--- config.mk ---
export PLATFORM = sky130hd
export DESIGN_NAME = dmem_arbiter
export DESIGN_NICKNAME = d
export VERILOG_FILES = /design/src/rtl/dmem_arbiter.sv
export SDC_FILE = /design/constraint.sdc
export NUM_CORES = 1
export LEC_CHECK = 0
export ABC_CLOCK_PERIOD_IN_PS = 1270
export BUFFER_PORTS_ARGS = -buffer_cell sky130_fd_sc_hd__buf_2
export CAP_MARGIN = 15
export CELL_PAD_IN_SITES_DETAIL_PLACEMENT = 1
export CELL_PAD_IN_SITES_GLOBAL_PLACEMENT = 1
export CORE_MARGIN = 2
export CORE_UTILIZATION = 13
export CTS_CLUSTER_DIAMETER = 50
export DETAILED_ROUTE_END_ITERATION = 7
export GPL_TIMING_DRIVEN = 0
export PLACE_DENSITY = 0.75
export REMOVE_ABC_BUFFERS = 1
export SYNTH_ARGS = -nofsm -noshare
export SYNTH_HDL_FRONTEND = slang
export SYNTH_SLANG_ARGS = --single-unit
--- constraint.sdc ---
create_clock -name clk -period 1.27 [get_ports clk]
set_input_delay 0.254 -clock clk [delete_from_list [all_inputs] [get_ports clk]]
set_output_delay 0.254 -clock clk [all_outputs]
set_load 0.1 [all_outputs]
--- src/rtl/dmem_arbiter.sv ---
// dmem_arbiter: two-requester arbiter for a single-port data memory.
//
// m0 (core) has priority over m1 (loader/debug). A saturating counter tracks
// how many consecutive cycles m1 has been refused; when it reaches
// STARVE_LIMIT, m1 wins the next contested cycle. Reads return one cycle
// after the grant on the port that issued them. Writes finish in the grant
// cycle.
//
// Ports
//   clk, rst                  clock, asynchronous active-high reset
//   m0_req/we/addr/wdata      core request (held until m0_gnt)
//   m0_gnt                    core request accepted this cycle
//   m0_rvalid/m0_rdata        core read return (rdata is 0 unless rvalid)
//   m1_*                      same set of ports for the loader/debug side
//   mem_en/we/addr/wdata      memory strobe and command, 0 when idle
//   mem_rdata                 memory read data, one cycle after a read strobe
//   starve_cnt                current m1 denial count (debug)
module dmem_arbiter #(
    parameter int AW           = 32,
    parameter int DW           = 32,
    parameter int STARVE_LIMIT = 4
) (
    input  logic          clk,
    input  logic          rst,
    input  logic          m0_req,
    input  logic          m0_we,
    input  logic [AW-1:0] m0_addr,
    input  logic [DW-1:0] m0_wdata,
    output logic          m0_gnt,
    output logic          m0_rvalid,
    output logic [DW-1:0] m0_rdata,
    input  logic          m1_req,
    input  logic          m1_we,
    input  logic [AW-1:0] m1_addr,
    input  logic [DW-1:0] m1_wdata,
    output logic          m1_gnt,
    output logic          m1_rvalid,
    output logic [DW-1:0] m1_rdata,
    output logic          mem_en,
    output logic          mem_we,
    output logic [AW-1:0] mem_addr,
    output logic [DW-1:0] mem_wdata,
    input  logic [DW-1:0] mem_rdata,
    output logic [2:0]    starve_cnt
);

    localparam logic [2:0] LIMIT = 3'(STARVE_LIMIT);

    logic [2:0] starve_cnt_reg;
    logic [2:0] starve_cnt_next;
    logic       rd_pend_reg;
    logic       rd_pend_next;
    logic       rd_owner_reg;   // 0 = m0, 1 = m1
    logic       rd_owner_next;

    logic [1:0]    rvalid_vec;
    logic [DW-1:0] rdata_vec [2];

    // ------------------------------------------------------------------
    // Grant and memory command mux. Grants are forced low while rst is
    // high so nothing reaches memory during reset.
    // ------------------------------------------------------------------
    always_comb begin
        m0_gnt = 1'b0;
        m1_gnt = 1'b0;
        if (!rst) begin
            if (m0_req && m1_req) begin
                // m1 wins only once it has been refused LIMIT times in a row
                if (starve_cnt_reg >= LIMIT) begin
                    m1_gnt = 1'b1;
                end else begin
                    m0_gnt = 1'b1;
                end
            end else if (m0_req) begin
                m0_gnt = 1'b1;
            end else if (m1_req) begin
                m1_gnt = 1'b1;
            end
        end
    end

    always_comb begin
        mem_en    = m0_gnt | m1_gnt;
        mem_we    = 1'b0;
        mem_addr  = '0;
        mem_wdata = '0;
        if (m0_gnt) begin
            mem_we    = m0_we;
            mem_addr  = m0_addr;
            mem_wdata = m0_wdata;
        end else if (m1_gnt) begin
            mem_we    = m1_we;
            mem_addr  = m1_addr;
            mem_wdata = m1_wdata;
        end
    end

    // ------------------------------------------------------------------
    // Next-state: starvation counter and read-return tracking.
    // ------------------------------------------------------------------
    always_comb begin
        starve_cnt_next = 3'd0;
        if (m1_req && !m1_gnt) begin
            starve_cnt_next = (starve_cnt_reg >= LIMIT) ? LIMIT : starve_cnt_reg + 3'd1;
        end
        // A read is pending next cycle only if one is granted now; a
        // write never produces a return.
        rd_pend_next  = mem_en && !mem_we;
        rd_owner_next = m1_gnt;
    end

    always_ff @(posedge clk or posedge rst) begin
        if (rst) begin
            starve_cnt_reg <= 3'd0;
            rd_pend_reg    <= 1'b0;
            rd_owner_reg   <= 1'b0;
        end else begin
            starve_cnt_reg <= starve_cnt_next;
            rd_pend_reg    <= rd_pend_next;
            rd_owner_reg   <= rd_owner_next;
        end
    end

    assign starve_cnt = starve_cnt_reg;

    // ------------------------------------------------------------------
    // Read return steering: one slice per requester. Index gi matches the
    // encoding of rd_owner_reg. rdata is held at zero unless that port's
    // rvalid is high so the idle port never shows memory traffic.
    // ------------------------------------------------------------------
    generate
        for (genvar gi = 0; gi < 2; gi++) begin : g_ret
            assign rvalid_vec[gi] = rd_pend_reg && (rd_owner_reg == 1'(gi));
            assign rdata_vec[gi]  = rvalid_vec[gi] ? mem_rdata : '0;
        end
    endgenerate

    assign m0_rvalid = rvalid_vec[0];
    assign m1_rvalid = rvalid_vec[1];
    assign m0_rdata  = rdata_vec[0];
    assign m1_rdata  = rdata_vec[1];

endmodule

=== Word-level counts from Yosys, hierarchy flattened ===
Cells that the tools add are included.
Widths: inputs -> output; s select.

* Output and inout bits: 137
* Word-level logic and storage cells: 33
* Bits of input ports: 166
* Register bits after elaboration: 5

* Reduce and logical (&&, ||, !) cells: 7
* Multiplexer cells: 19
* $add $sub $neg: 1
* Bitwise logic cells: 2
* $lt $le $gt $ge: 1

{| class="wikitable"
|+ Operators by type and width
! cell !! number
|-
| $mux 32 || 6
|-
| $mux 1 || 11
|-
| $mux 3 || 2
|-
| $logic_and 1x1->1 || 5
|-
| $add 3x1->3 const B || 1
|-
| $ge 3x3->1 const B || 1
|-
| $logic_not 1->1 || 2
|-
| $not 1->1 || 1
|-
| $or 1x1->1 || 1
|}

=== Longest topological paths before layout ===
* Depth after elaboration: 8
* Depth in mapped cells: 6
* Gate-level depth less buffers: 4

=== Least setup slack after synthesis ===
Ideal clock, no wire load.

* Path type: register to output
* From: register starve_cnt_reg[2] (netlist: starve_cnt[2])
* To: output mem_addr[0]
* Path slack: -1.894 ns
* Arrival: 2.910 ns
* Path buffers: 2
* Stages on the path, launching flop included: 6
* Required time: 1.016 ns
* Cells stage by stage: dfrtp_1 > nand2b_1 > buf_2 > buf_4 > a32oi_1 > nor2_1

* Word-level cells in the longest chain between the ends: 6
* Elaborated cells on any way between the ends: 9
* Those cells by class: order compare: 1; mux: 8

{| class="wikitable"
|+ Ends and longest elaborated chain
! item !! RTL line !! RTL
|-
| start: declaration || 49 || <nowiki>logic [2:0] starve_cnt_reg;</nowiki>
|-
| start signal: assignment || 118 || <nowiki>starve_cnt_reg <= starve_cnt_next;</nowiki>
|-
| $ge 3x3->1 * || 69 || <nowiki>if (starve_cnt_reg >= LIMIT) begin</nowiki>
|-
| $mux 1 || 69 ||
|-
| $mux 1 || 67 || <nowiki>if (m0_req && m1_req) begin</nowiki>
|-
| $mux 1 || 66 || <nowiki>if (!rst) begin</nowiki>
|-
| $mux 32 || 91 || <nowiki>end else if (m1_gnt) begin</nowiki>
|-
| $mux 32 * || 87 || <nowiki>if (m0_gnt) begin</nowiki>
|-
| end: declaration || 41 || <nowiki>output logic [AW-1:0] mem_addr,</nowiki>
|}

Mark *: on every way between the ends. The rest lies on a longest branch, timed or not.

=== Final worst setup path ===
* From: register starve_cnt_reg[2] (netlist: starve_cnt[2])
* To: output mem_addr[6]

Same word-level chain as after synthesis.

==> qor.txt <==
# IOs - 303
Die ar. - 13700 sq um
Overflow after GRT - 0
Sequential Power Share - 4.8%
Layout area overhead - 262%
Placement Cell Area - 3260 sq um
GPL Wtd Cong - 0.775
clock share of power - 13.7%
share of cells above drive strength 1 - 77.1%
Int Power - 1.66 mW
initial DRC count - 140
Post-synth ARST share - 100%
Worst Path Buf+Inv - 3
row cnt - 41
final instance area - 5990 sq um
router iterations before antenna repair - 4
core area - 12500 sq um
flip-flop count of the largest register after layout - 3
cells along the critical path - a21boi_4 -> buf_12 -> clkbuf_16 -> a32oi_1 -> nor2_1 -> buf_6
Worst Path Max Fanout - 11
Power Dens Cells - 641 nW/um^2
initial antenna violation count - 0
vias per inst - 4.80
startpoint types - flop
EDFF count, synth - 0
post-layout net count - 749
per-cell routed wire length - 23.0 um
die width - 117 um
Post-synth top cells - nor2_1, a32oi_1, and2_1
Inst Count DP - 700
WP data arrival - 1.72 ns
Seq/Total Area, Yosys - 7.56%
Ys Warns - 0
vias post-DR - 3611
Slew headroom - 72.3%
Synth area leaders - a32oi_1, nor2_1, and2_1
Inserted Diodes - 0
setup violators final - 133
CP max stage cell - dfrtp_2
post-synth top area cell - a32oi_1
Reg clk slew, reported paths - 0.04 ns
# port buffers - 302
worst r2r path cells - 6
fin worst setup slack - -0.704 ns
CTS tree - done
Cells after Synth - 262
reg2reg end - rd_pend_reg$_DFF_PP0_
gr usage total - 21.8%
CTS root buffer - clkbuf_16
RSZ-0062 raised after global routing - true
Static Leak - 2.74 nW
DR DRC count - 0
CTS max path bufs - 2
total power - 3.84 mW
crit-path max cell delay - 0.43 ns
Skew-Pair Late Insertion Delay - 0.23 ns
final worst-path cycle share - 155%
Mean Syn Cell Area - 6.32 sq um
Critical Path Stages - 6
initial core utilization - 13.2%
count leader, synth - nor2_1
die height - 117 um
CTS buffer count - 3
post-synthesis cell area - 1660 sq um
failing checks - negative setup slack
status - complete, but fails checks
Reg-to-Reg Start - starve_cnt[2]$_DFF_PP0_
Worst Path Required - 1.02 ns
Max Clock Skew - 0.00417 ns
ANT nets after route - 0
first-pass GRT wire length - 22600 um
fin. max-slew vios - 0
R2R Setup Slk - 0.09 ns
CTS H-tree depth - 1
fin cells - 752
Post-CTS Hold Buffers - 0
VDD IR-drop max - 274 uV
crit path to - mem_addr[6]
Worst Setup SP - starve_cnt[2]$_DFF_PP0_
Synth cell types - 18
Sw Ratio - 56.8%
Final Hold Vio Count - 0
pin count of the biggest net entering global routing - 72
Critical Path End Type - output pin
CP delay by family, top - buffers and inverters
Hold Crit Class - in -> async
Max Fclk - 0.507 GHz
FF+latch count, synth - 5
fill count - 1455
Net Switching - 2.18 mW
Total Neg Setup Slack - -72.04 ns
critical path class - reg -> out
vias in the first global route - 3750
worst-margin pin slew - 0.415 ns
combinational fraction of design power - 81.5%
Post-DP HPWL - 9150 um
fin crit period - 1.97 ns
Post-Route WL - 17300 um
Clock Sink Count - 5
share of the synthesized area in the top cell type - 34.4%
max-cap violations - 0
Top FF cell, synth - dfrtp_1
## metrics by stage
stage / hold slack, ns / worst slack [ns] / utilization, %
after global placement: 0.472 / -2.61 / 25.6
after floorplan: 0.0459 / -2.82 / -
after CTS: 0.147 / -0.689 / 45.9
final: 0.155 / -0.704 / 47.9
after global routing: 0.175 / -0.749 / 47.9
after detailed placement: 0.484 / -1.58 / 26.0
## per-layer routing
layer	vias up	GRT usage, %	wire [um]
met5	-	0	0
met4	0	6.04	454
met3	30	6.28	1620
met2	231	41.1	8920
met1	1724	23.6	6260
li1	1626	-	-
## what timing repair did
| action | CTS | global route |
|---|---|---|
| endpoints found under the setup margin | 142 | 135 |
| gates cloned | 9 | 7 |
| gates resized for setup | 516 | 38 |
| pin swaps | 35 | 42 |
| buffers inserted | 35 | 6 |
## cells by family (layout without fill, tap and decap cells)
kind of cell,count (synthesis),in the layout,share of synthesized area [%]
fa+ha+maj,2,2,1.51
simple gates,141,141,42.3
flops,5,5,7.56
compound gates,70,71,36.6
buf+inv,44,361,12.1
## worst min path at each step
stage                                  from                 endpoint  slack (ns)
CTS                                     rst    rd_pend_reg$_DFF_PP0_        0.15
floorplan                               rst   rd_owner_reg$_DFF_PP0_        0.05
detailed placement                    m1_we    rd_pend_reg$_DFF_PP0_        0.48
finish                                  rst    rd_pend_reg$_DFF_PP0_        0.16
global placement    starve_cnt[0]$_DFF_PP0_  starve_cnt[0]$_DFF_PP0_        0.47
global route                            rst    rd_pend_reg$_DFF_PP0_        0.17
## power groups by stage
stage          Combinational, mW  Clock [mW]  Sequential [mW]
3_3_place_gp                2.17           0            0.197
4_1_cts                     2.96       0.515            0.182
6_report                    3.13       0.528            0.184
3_5_place_dp                2.22           0            0.199
2_1_floorplan               1.57           0            0.233
5_1_grt                     3.22       0.554            0.185
## cell usage in the layout, fill, tap and decap left out
cell and instances:
nor2_1 70, dfrtp_4 2, and3_4 32, a32oi_2 17
nand2b_4 1, clkbuf_16 10, buf_8 8, inv_1 5
a32oi_4 1, buf_2 163, buf_6 82, nor2_2 1
o31ai_1 1, ha_1 2, nor2b_4 1, a32oi_1 47
a21oi_1 1, clkbuf_1 1, dfrtp_1 2, o211ai_1 1
and2_4 34, buf_4 10, buf_16 4, buf_12 78
dfrtp_2 1, o21ai_0 1, nand2_1 2, a21boi_4 2
## area by class of cell
| cell class | instances | area, sq um | area share (%) |
|---|---|---|---|
| sequential | 5 | 134 | 2.23 |
| timing repair buffer | 352 | 3780 | 63.1 |
| tap | 172 | 215 | 3.59 |
| inverter | 5 | 18.8 | 0.313 |
| clock buffer | 4 | 78.8 | 1.32 |
| multi-input combinational | 214 | 1770 | 29.5 |
Power figures use the tool's default switching activity.
